**config.mk**
```make
export PLATFORM = sky130hd
export DESIGN_NAME = dreq_serializer
export DESIGN_NICKNAME = d
export VERILOG_FILES = /design/src/rtl/dreq_serializer.sv
export SDC_FILE = /design/constraint.sdc
export NUM_CORES = 1
export LEC_CHECK = 0
export ABC_CLOCK_PERIOD_IN_PS = 3700
export BUFFER_PORTS_ARGS = -buffer_cell sky130_fd_sc_hd__clkbuf_2
export CORE_AREA = 5 5 121 123
export DETAILED_ROUTE_END_ITERATION = 8
export DIE_AREA = 0 0 126 128
export PLACE_DENSITY_LB_ADDON = 0.12
export SYNTH_ARGS = -nofsm -noshare
export SYNTH_HDL_FRONTEND = slang
export SYNTH_SLANG_ARGS = --single-unit
```
**constraint.sdc**
```tcl
create_clock -name clk -period 3.7 [get_ports clk]
set_input_delay 0.37 -clock clk [delete_from_list [all_inputs] [get_ports clk]]
set_output_delay 0.37 -clock clk [all_outputs]
set_load 0.02 [all_outputs]
```
**src/rtl/dreq_serializer.sv**
```systemverilog
// -----------------------------------------------------------------------------
// dreq_serializer
//
// Serializes the two data-bus requests of a memory-stage instruction pair onto
// a single-port data bus. Slot 1 (older) always goes first, then slot 0
// (younger). Only one bus transaction is ever outstanding. The response data
// of each slot is latched into rdata and held until the next pair completes.
//
// Configuration macro:
//   DREQ_EXCP_KILL_EN  defined   -> excp_in kills the younger (slot 0) request
//                      undefined -> excp_in is ignored, both slots are issued
//
// Ports:
//   clk      in   rising-edge clock
//   reset    in   synchronous, active-high reset
//   dreq_in  in   [1:0] dbus_req_t, index 1 = older slot, index 0 = younger
//   excp_in  in   exception/ERET in the pair (kills slot 0 when enabled)
//   dreq     out  single-port bus request (valid, addr, size, strobe, data)
//   dresp    in   bus response (addr_ok, data_ok, data)
//   rdata    out  [1:0][31:0] captured response data per slot
//   stall    out  high while any valid slot request is incomplete
//
// Upstream must hold dreq_in/excp_in stable while stall is high; the inputs
// are not registered here, so dreq is a combinational view of dreq_in.
// -----------------------------------------------------------------------------

package dreq_serializer_pkg;

  typedef struct packed {
    logic        valid;
    logic [31:0] addr;
    logic [2:0]  size;
    logic [3:0]  strobe;
    logic [31:0] data;
  } dbus_req_t;

  typedef struct packed {
    logic        addr_ok;
    logic        data_ok;
    logic [31:0] data;
  } dbus_resp_t;

endpackage

module dreq_serializer
  import dreq_serializer_pkg::*;
(
  input  logic             clk,
  input  logic             reset,
  input  dbus_req_t [1:0]  dreq_in,
  input  logic             excp_in,
  output dbus_req_t        dreq,
  input  dbus_resp_t       dresp,
  output logic [1:0][31:0] rdata,
  output logic             stall
);

  typedef enum logic [2:0] {
    IDLE,
    REQ1,
    WAIT1,
    REQ0,
    WAIT0,
    DONE
  } state_t;

  state_t state;
  state_t state_n;
  logic   kill;
  logic   slot0_go;
  logic   cap1;
  logic   cap0;

`ifdef DREQ_EXCP_KILL_EN
  assign kill = excp_in;
`else
  // Exception kill disabled: excp_in is deliberately left unobserved.
  logic unused_excp;
  assign unused_excp = excp_in;
  assign kill        = 1'b0;
`endif

  // Slot 0 is only worth issuing when valid and not killed by an exception.
  assign slot0_go = dreq_in[0].valid & ~kill;

  // NOTE: state and rdata are clocked registers, so they use non-blocking
  // assignments; the combinational block below uses blocking ones.
  always_ff @(posedge clk) begin
    if (reset) begin
      state <= IDLE;
      rdata <= '0;
    end else begin
      state <= state_n;
      if (cap1) rdata[1] <= dresp.data;
      if (cap0) rdata[0] <= dresp.data;
    end
  end

  always_comb begin
    // NOTE: every output of this block gets a default first, so no path
    // through the case statement can leave a value unassigned (no latches).
    state_n = state;
    dreq    = '0;
    stall   = 1'b0;
    cap1    = 1'b0;
    cap0    = 1'b0;

    unique case (state)
      IDLE: begin
        stall = dreq_in[1].valid | slot0_go;
        if (dreq_in[1].valid)  state_n = REQ1;
        else if (slot0_go)     state_n = REQ0;
      end

      REQ1: begin
        stall      = 1'b1;
        dreq       = dreq_in[1];
        dreq.valid = 1'b1;
        if (dresp.addr_ok) begin
          if (dresp.data_ok) begin
            // Same-cycle data: skip WAIT1 entirely.
            cap1    = 1'b1;
            state_n = slot0_go ? REQ0 : DONE;
          end else begin
            state_n = WAIT1;
          end
        end
      end

      WAIT1: begin
        stall = 1'b1;
        if (dresp.data_ok) begin
          cap1    = 1'b1;
          state_n = slot0_go ? REQ0 : DONE;
        end
      end

      REQ0: begin
        stall      = 1'b1;
        dreq       = dreq_in[0];
        dreq.valid = 1'b1;
        if (dresp.addr_ok) begin
          if (dresp.data_ok) begin
            cap0    = 1'b1;
            state_n = DONE;
          end else begin
            state_n = WAIT0;
          end
        end
      end

      WAIT0: begin
        stall = 1'b1;
        if (dresp.data_ok) begin
          cap0    = 1'b1;
          state_n = DONE;
        end
      end

      // One-cycle bubble: lets upstream advance before inputs are looked at
      // again, so a held-over pair is never reissued.
      DONE: state_n = IDLE;

      default: state_n = IDLE;
    endcase

    // Outputs are quiet during the reset cycle regardless of the old state.
    if (reset) begin
      stall = 1'b0;
      dreq  = '0;
    end
  end

endmodule

```
### Yosys cells after proc, flatten, opt, wreduce, memory -nomap -nowiden

Cells that the tools add are included.
Widths: inputs -> output; s select.

| word-level totals | value |
|---|---|
| RAM bits | 0 |
| memory bits (read-only) | 0 |
| output and inout port bits | 137 |
| register bits after elaboration | 67 |
| logic and storage cells | 34 |
| latch bits | 0 |
| bits of input ports | 181 |
| memories | 0 |

| cells by class | value |
|---|---|
| reduce and logical (&&, ||, !) cells | 3 |
| div/mod/pow operators | 0 |
| magnitude comparators | 0 |
| bitwise operators | 1 |
| multiply operators | 0 |
| equality and inequality tests | 9 |
| $add $sub $neg | 0 |
| mux-type cells | 18 |
| shift-type cells | 0 |

Operator list:

| kind | number |
|---|---|
| $pmux 72 s2 | 1 |
| $mux 72 | 1 |
| $mux 3 | 8 |
| $pmux 3 s5 | 1 |
| $ne 2x2->1 const B | 4 |
| $eq 3x2->1 const B | 2 |
| $pmux 1 s2 | 3 |
| $reduce_and 5->1 | 1 |
| $mux 1 | 4 |
| $reduce_or 4->1 | 1 |
| $eq 3x1->1 const B | 1 |
| $eq 3x3->1 const B | 1 |
| $logic_not 3->1 | 1 |
| $ne 3x3->1 const B | 1 |
| $or 1x1->1 | 1 |

### Logic depth before layout (Yosys ltp)

| depth | value |
|---|---|
| depth in word-level cells | 4 |
| depth in mapped cells | 7 |
| depth with buffers taken out | 4 |

### Worst setup path before layout

No wires, ideal clock.

| timing | value |
|---|---|
| path kind | register -> output |
| from | register state[2] |
| to | output port dreq[10] (netlist name) |
| arrival time | 1449 ps |
| cell stages (with the launch flop) | 7 |
| path buffers | 2 |
| setup slack | 1881 ps |
| data required time | 3330 ps |
| cells stage by stage | dfxtp_1 > buf_2 > nand2b_4 > nor2_2 > buf_6 > a22oi_1 > nor2_1 |

RTL lines:

| item | line | text |
|---|---|---|
| from (decl) | 67 | `state_t state;` |
| from (signal assigned) | 93 | `state <= state_n;` |
| to (decl) | 52 | `output dbus_req_t dreq,` |

==> results.yml <==
run_status:
  status: "finished clean"
yosys:
  yosysWarnings: 0
  synth_ff_type: "dfxtp_1"
  ys_async_sr_fraction_pct: 0
  synthTopCellsByCount: "111 x nor2_1, 71 x a22oi_1, 67 x dfxtp_1, 66 x nand2_1, 35 x a21oi_1"
  ys_seq_area_share_pct: 37.9
  netlist_instances: 451
  yosysMostFrequentCell: "nor2_1"
  synth_top_area_share_pct: 37.9
  synth_edf_count: 0
  synth.area.top_cells: "dfxtp_1 38%, a22oi_1 15%, nor2_1 12%, mux2i_1 9.0%, nand2_1 7.0%"
  ys_types: 31
  synth_area_um2: 3540
  ys_ff_latch: 67
  synth_top_area_cell: "dfxtp_1"
  syn-num-nets: 632
  avgSynthCellArea_um2: 7.86
power_and_ir_drop:
  peakVddDrop_mv: 0.148
  power_leakage_nw: 2.63
  p_per_area_nw_per_um2: 493
clocking:
  cts.clk_slew.worst_paths_ns: 0.05
  cts_tree: "done"
  cts_resized: 0
  cts_buffers: 9
  cts_max_level: 3
  cts_hold_buf: 0
  clockBufferDepth: 2
  clk_latency_ns: 0.33
  post_cts_buffers: 0
  clock_sinks: 67
  root_buffer: "clkbuf_16"
sta:
  setup_viol: 0
  maxSlewViolCount: 0
  tns_ns: 0
  clock.fmax_ghz: 0.353
  hold_violations: 0
  skew_ns: 0.00642
  slew_headroom_pct: 52.2
  setup_ws_ns: 0.865
  finalHoldWorstSlack_ns: 0.275
  fin_crit_sh_pct: 76.6
  rsz0062_at_grt: "no"
  worst_pin_slew_ns: 0.717
  post-route-min-period_ns: 2.83
worst_setup_path:
  worst-path-max-fanout: 34
  reg2reg_to: "rdata[35]$_SDFFE_PP0P_"
  slowest_stage: "and3_2"
  criticalPathCategory: "flop to output port"
  r2r_start: "state[1]$_SDFFE_PP0P_"
  end_kind: "output port"
  crit_required_ns: 3.33
  max_stage_delay_ns: 0.68
  crit_chain: "and3_2, buf_4, a22oi_1, nor2_1, clkbuf_2"
  r2r_setup_slack_ns: 1.73
  start_kind: "flop"
  r2r_cells: 5
  worstPathArrival_ns: 2.46
floorplan:
  die_h_um: 128
  floorplan.initialDensity_pct: 26.1
  die_x_um: 126
  die_area_um2: 16100
  core_um2: 13600
  row_count: 43
  io_pins: 318
final_layout:
  drive_above_1_share_pct: 46.3
  area_growth_pct: 53.0
  nets: 924
  stdcell_count: 929
detailed_routing:
  dr.first_iter.drc_count: 232
  drc: 0
  num_vias: 4391
  ant_nets: 0
  firstDrtPassIters: 5
  viasPerCell: 4.73
  routedWlPerCell_um: 16.4
  routed_wl_um: 15200
grt:
  grt_overflow_total: 0
  grt_pass1_vias: 4354
  antenna_found_initial: 2
  grt_pass1_wl_um: 23000
  grt_max_degree: 53
  grt_use_total_pct: 17.9
place:
  dp.cells: 912
  preCtsSetupSlack_ns: 1.21
  port_buffers: 316
  gp_congestion: 0.887
  hpwl_um: 12100
hold_path:
  worstHoldPathCells: 3
  worst_hold_path.endpoint: "rdata[3]$_SDFFE_PP0P_"
  hold_path.class: "input pin to flop"
  hp-start: "dresp[3]"
job:
  cap_violations: 0
-- logic make-up (layout without fill, tap and decap cells) --
| kind of cell | count (synthesis) | in the layout | share of synthesized area (%) |
|---|---|---|---|
| buffers and inverters | 45 | 341 | 8.58 |
| AOI/OAI and AO/OA | 117 | 117 | 22.5 |
| DFF | 67 | 67 | 37.9 |
| other | 0 | 2 | 0 |
| muxes | 32 | 32 | 9.04 |
| and+or+nand+nor | 190 | 190 | 22.0 |
-- through the flow --
stage / instance area (µm²) / total power, W / util (%)
finish: 5420 / 0.00267 / 40.0
global route: 5420 / 0.00284 / 40.0
CTS: 5420 / 0.00271 / 40.0
detailed placement: 5130 / 0.00191 / 37.9
global placement: 5130 / 0.00189 / 37.9
floorplan: 3540 / 0.00161 / -
-- per-layer routing --
layer,share of wire [%],GRT usage (%),wire (µm),vias to the layer above
met5,0,0,0,-
met4,2.8,9.02,432,0
met3,7.9,5.17,1210,26
met2,50,30.1,7570,198
met1,40,20.8,6030,2024
li1,-,-,-,2143
-- worst max path at each step --
stage	to	startpoint	depth (start not counted)
2_1_floorplan	dreq[10]	state[2]$_SDFFE_PP0P_	6
3_3_place_gp	dreq[30]	state[0]$_SDFFE_PP0P_	5
3_5_place_dp	dreq[30]	state[0]$_SDFFE_PP0P_	5
4_1_cts	dreq[30]	state[0]$_SDFFE_PP0P_	5
5_1_grt	dreq[30]	state[0]$_SDFFE_PP0P_	5
6_report	dreq[48]	state[0]$_SDFFE_PP0P_	5
-- power by group --
group | leakage [nW] | total [W] | internal [W] | switching (W)
logic | 1.95 | 0.00104 | 0.000401 | 0.000639
registers | 0.543 | 0.000843 | 0.000788 | 0.0000551
clock network | 0.135 | 0.000791 | 0.000504 | 0.000287
-- critical path, delay by kind of cell, from the launching register on --
kind / cells / cell delay [ns]
flip-flops: 1 / 0.60
AND/OR/NAND/NOR: 2 / 0.82
buffers and inverters: 2 / 0.59
AO/OA/AOI/OAI: 1 / 0.10
-- layout by cell type, fill, tap and decap left out, drive strengths merged, types with 2 or more instances in the layout --
cell type / instances
diode: 2
nor2: 112
mux2i: 32
a21oi: 36
a22oi: 71
clkbuf: 329
nand2b: 2
nor2b: 4
nand2: 66
o21ai: 4
o21a: 2
buf: 9
inv: 2
dfxtp: 67
-- registers in the layout, summed over array words and instances, names as in the netlist --
name	flops
state	3
rdata	64
-- cell type report --
class                           instances  area [µm²]
Tap cell                              180         225
Sequential cell                        67        1340
Multi-Input combinational cell        339        1900
Fill cell                            1492        8140
Timing Repair Buffer                  324        1660
Clock buffer                           14         274
Clock inverter                          1        7.51
Antenna cell                            2        5.00
Inverter                                2        7.51
Note: power is estimated with default switching activity, not from simulation.
